`config.mk`:
```
export PLATFORM = sky130hd
export DESIGN_NAME = seq_divider
export DESIGN_NICKNAME = d
export VERILOG_FILES = /design/src/rtl/seq_divider.sv
export SDC_FILE = /design/constraint.sdc
export NUM_CORES = 1
export LEC_CHECK = 0
export CAP_MARGIN = 25
export CORE_AREA = 5 5 83 85
export DETAILED_ROUTE_END_ITERATION = 8
export DIE_AREA = 0 0 88 90
export PLACE_DENSITY = 0.62
export SYNTH_ARGS = -nofsm -noshare
export SYNTH_HDL_FRONTEND = slang
export SYNTH_SLANG_ARGS = --single-unit
```
`constraint.sdc`:
```
create_clock -name clk -period 2.3 [get_ports clk]
set_input_delay 0.23 -clock clk [delete_from_list [all_inputs] [get_ports clk]]
set_output_delay 0.23 -clock clk [all_outputs]
set_load 0.005 [all_outputs]
```
`src/rtl/seq_divider.sv`:
```
// seq_divider: multi-cycle unsigned restoring divider, one quotient bit per clock
//   clk, rst                       clock, synchronous active-high reset
//   start, dividend, divisor       request and operands, sampled only when idle
//   busy, done                     in-progress flag, one-cycle result pulse
//   quotient, remainder            results, held until the next accepted start
//   div_by_zero                    set with done when the divisor was zero
module seq_divider #(
    parameter int WIDTH = 8
) (
    input  logic             clk,
    input  logic             rst,
    input  logic             start,
    input  logic [WIDTH-1:0] dividend,
    input  logic [WIDTH-1:0] divisor,
    output logic             busy,
    output logic             done,
    output logic [WIDTH-1:0] quotient,
    output logic [WIDTH-1:0] remainder,
    output logic             div_by_zero
);
    localparam int CW = $clog2(WIDTH + 1);
    typedef enum logic {IDLE, RUN} state_t;
    state_t state, state_nx;
    logic [WIDTH-1:0] q, rem, dvs, trial;
    logic [WIDTH:0] rem_sh, nb;
    logic [CW-1:0] cnt;
    logic [3:0] g4, p4;
    logic [4:0] c4;
    logic cy, co, dbz;
    assign rem_sh = {rem, q[WIDTH-1]};
    assign nb = ~{1'b0, dvs};
    // rem_sh - dvs as rem_sh + ~dvs + 1; co=1 means no borrow
    always_comb begin
        cy = 1'b1;
        g4 = '0;
        p4 = '0;
        c4 = '0;
        trial = '0;
        for (int k = 0; k < WIDTH / 4; k++) begin
            g4 = rem_sh[4*k +: 4] & nb[4*k +: 4];
            p4 = rem_sh[4*k +: 4] ^ nb[4*k +: 4];
            c4[0] = cy;
            c4[1] = g4[0] | (p4[0] & cy);
            c4[2] = g4[1] | (p4[1] & g4[0]) | (&p4[1:0] & cy);
            c4[3] = g4[2] | (p4[2] & g4[1]) | (&p4[2:1] & g4[0]) | (&p4[2:0] & cy);
            c4[4] = g4[3] | (p4[3] & g4[2]) | (&p4[3:2] & g4[1]) | (&p4[3:1] & g4[0]) | (&p4 & cy);
            trial[4*k +: 4] = p4 ^ c4[3:0];
            cy = c4[4];
        end
        co = (rem_sh[WIDTH] & nb[WIDTH]) | ((rem_sh[WIDTH] ^ nb[WIDTH]) & cy);
    end
    always_comb begin
        state_nx = (state == IDLE) ? ((start && |divisor) ? RUN : IDLE)
                                   : ((cnt == CW'(1)) ? IDLE : RUN);
    end
    always_ff @(posedge clk) begin
        if (rst) begin
            state <= IDLE;
            q     <= '0;
            rem   <= '0;
            dvs   <= '0;
            cnt   <= '0;
            done  <= 1'b0;
            dbz   <= 1'b0;
        end else begin
            state <= state_nx;
            done  <= 1'b0;
            if (state == IDLE && start) begin
                if (|divisor) begin
                    q   <= dividend;
                    rem <= '0;
                    dvs <= divisor;
                    cnt <= CW'(WIDTH);
                    dbz <= 1'b0;
                end else begin
                    q    <= '1;
                    rem  <= dividend;
                    dbz  <= 1'b1;
                    done <= 1'b1;
                end
            end else if (state == RUN) begin
                q    <= {q[WIDTH-2:0], co};
                rem  <= co ? trial : rem_sh[WIDTH-1:0];
                cnt  <= cnt - CW'(1);
                done <= (cnt == CW'(1));
            end
        end
    end
    assign busy        = (state == RUN);
    assign quotient    = q;
    assign remainder   = rem;
    assign div_by_zero = dbz;
endmodule

```
==> key figures <==
STA
  – Final Hold Viols: 0
  – Peak Freq: approximately 0.47 GHz
  – Slack of the critical path: 0.177 ns
  – Period utilization: 92.3%
  – Slew margin rel.: approximately 66%
  – Final setup violation count: 0
  – Setup TNS: 0 ns
  – Slew Limit Fails: 0
  – Worst Max-Slew Pin Slew: about 0.5 ns
  – Worst-case clock skew: 0.00397 ns
  – Unrepaired setup endpoints after global routing: no
  – Fin crit period: about 2.1 ns

Setup path
  – R2r setup slk: 0.18 ns
  – Setup crit start kind: flop
  – Reg2Reg Depth: 6
  – R2R Path End: remainder[5]$_SDFFE_PP0P_
  – Reg2reg start: remainder[5]$_SDFFE_PP0P_
  – Crit. End Element: flop
  – Worst EP arrival: 2.32 ns
  – Req. time, crit path: roughly 2.5 ns
  – Crit Path Max Fanout: 8
  – Worst setup path startpoint: remainder[5]$_SDFFE_PP0P_
  – Critical path type: reg -> reg

Run status
  – Outcome: completed

Placed design
  – Placed cell area: about 2300 sq um
  – Pre-CTS setup slack: around 0.17 ns
  – IO buf count: 37
  – Placed insts: between 300 and 400
  – Hpwl dp: between 3000 and 4000 um
  – Routability cong.: 0.847

Synth
  – Cell Area, Synth: 1770 sq um
  – Synth area leader: dfxtp_1
  – Post-synth top area share: 35.0%
  – Top FF cell, synth: dfxtp_1
  – Netlist cell types: 47
  – Avg Cell Area, Syn: 8.52 sq um
  – Gate Count Post-Synth: ~210
  – Most numerous cell in the Yosys netlist: dfxtp_1
  – Register bit total from synthesis: 31
  – Synth top area cells: dfxtp_1 (35%), ha_1 (7.8%), a21oi_1 (5.6%)
  – Seq/Total Area, Yosys: 35.0%
  – Synth top cells by count: dfxtp_1 (31), nand2_1 (23), a21oi_1 (20), nor2_1 (18), inv_1 (15)
  – Net count after synthesis: 239
  – Post-synthesis async set-or-reset flop share: 0%
  – EDFF count, synth: 0
  – Yosys warnings: 0

Power and ir drop
  – P_sw: 0.527 mW
  – Pint: between 1 and 1.5 mW
  – VDD IR max: about 0.23 mV
  – Power Dens Cells: 683 nW/um^2
  – Overall power: roughly 1.6 mW
  – Net Sw Frac: between 30 and 40%
  – Pleak: 0.875 nW
  – Reg power frac: slightly below 40%
  – Clk pwr share: between 20% and 30%
  – Comb power frac: 34.1%

Routing
  – Post-DR wirelength/cell: between 15 and 20 um
  – Initial drt markers: between 90 and 100
  – Antenna Nets Post-Route: 0
  – Final WL: about 4900 um
  – Via density: 5.10
  – DRT Pass-1 Iters: 4
  – Vias: 1,668
  – Detailed-route DRC error count: 0

Clock tree
  – Hold-fix buffers, CTS: 0
  – Clock buffer depth: 2
  – Post-CTS sizing: 0
  – Clock root cell: clkbuf_8
  – CTS tree: yes
  – Clk_lat worst skew: 0.29 ns
  – Sink Count: 31
  – Clk slew on worst S/H paths: around 0.07 ns
  – Inserted Clock Buffers: 5
  – CTS H-Tree Depth: 2
  – Post-CTS Setup Bufs: 0

Min path
  – Hold Path Stages: 2
  – Min-delay src: dvs[6]$_SDFFE_PP0P_
  – Hold Path Class: reg -> reg
  – Hold EP: dvs[6]$_SDFFE_PP0P_

Finish
  – Area Growth Syn to Fin: 31.6%
  – Final instance count without filler cells: 327
  – ANT cells: 0
  – Design area: approximately 2300 sq um
  – Layout cells sized above 1: 9.60%
  – Nets@finish: 280

Global route
  – Antenna violations before repair: 0
  – All-Layer GR Usage: 13.1%
  – Vias in the first global route: approximately 1,600
  – Largest net degree at the start of global routing: 18
  – GRT Residual Overflow: 0
  – First-pass GRT wire length: 8210 um

Run
  – Max-Cap Viols: 0

Floorplanning
  – I/O pins: 38
  – Row cnt: 29
  – Core area: roughly 6000 sq um
  – Die Y: ~90 um
  – Starting Density: 28.9%
  – Die Area: 7920 sq um
  – Die width: 88 um
-- cell families (layout without fill, tap and decap cells) --
group | count (synthesis) | in the layout | synth area share (%)
fa+ha+maj | 12 | 12 | 8.90
compound gates | 59 | 59 | 25.7
xor+xnor | 6 | 6 | 2.97
simple gates | 65 | 65 | 16.9
flops | 31 | 31 | 35.0
buf+inv | 28 | 70 | 6.50
mux | 7 | 7 | 3.95
-- registers in the layout (all words and copies together) (netlist names) --
register     count
busy             1
dvs              8
quotient         8
div_by_zero      1
remainder        8
done             1
cnt              4
-- layer usage --
metal	up-vias	global-route usage [%]	wire length, um
met4	0	4.86	82
li1	825	-	-
met2	52	21.0	2340
met1	783	16.4	2230
met3	8	4.02	295
met5	-	0	0
-- worst max-delay path by stage --
stage | end | slack [ns] | depth (start not counted)
floorplan | remainder[4]$_SDFFE_PP0P_ | 0.36 | 7
global placement | remainder[1]$_SDFFE_PP0P_ | 0.24 | 6
detailed placement | remainder[5]$_SDFFE_PP0P_ | 0.17 | 6
CTS | remainder[5]$_SDFFE_PP0P_ | 0.16 | 6
global route | remainder[5]$_SDFFE_PP0P_ | 0.05 | 6
finish | remainder[5]$_SDFFE_PP0P_ | 0.18 | 6
-- per-stage QoR --
stage	hold slack [ns]	utilization [%]
after CTS	0.466	38.0
after global placement	0.445	36.7
after global routing	0.492	38.0
after detailed placement	0.454	36.7
final	0.466	38.0
after floorplan	0.366	-
-- power by group through the flow --
stage | clock [mW] | sequential [mW] | combinational [mW]
after global placement | 0 | 0.640 | 0.537
after floorplan | 0 | 0.628 | 0.372
after global routing | 0.458 | 0.636 | 0.595
final | 0.421 | 0.629 | 0.543
after detailed placement | 0 | 0.641 | 0.543
after CTS | 0.435 | 0.629 | 0.546
-- worst max-delay path: stages, from the launching register on --
cell      delay (ns)
dfxtp_1         0.34
ha_1            0.40
and3_1          0.22
o21ai_0         0.42
o211ai_4        0.25
mux2i_1         0.17
a221oi_1        0.24
-- placed cells by master (no fill, tap or decap), types with 3 or more instances in the layout --
cell	Yosys	layout
nand3_1	7	7
a22oi_1	3	3
buf_4	1	9
o21ai_0	5	5
nor2_1	18	18
and3_1	4	4
clkbuf_8	0	5
dfxtp_1	31	31
xnor2_1	5	5
mux2i_1	7	7
ha_1	11	11
inv_1	15	15
nor3_1	5	5
clkdlybuf4s50_1	0	37
o221ai_1	4	4
nand2_1	23	23
a21oi_1	20	20
-- layout make-up --
cell class | count | area, sq um
well taps | 77 | 96.3
repair buffers | 46 | 438
multi-input cells | 149 | 1040
flip-flops and latches | 31 | 621
inverters | 16 | 60.1
clock inverters | 1 | 5.00
clock buffers | 7 | 76.3
fillers | 631 | 3800
No activity file was read; power rests on OpenSTA's default activity.
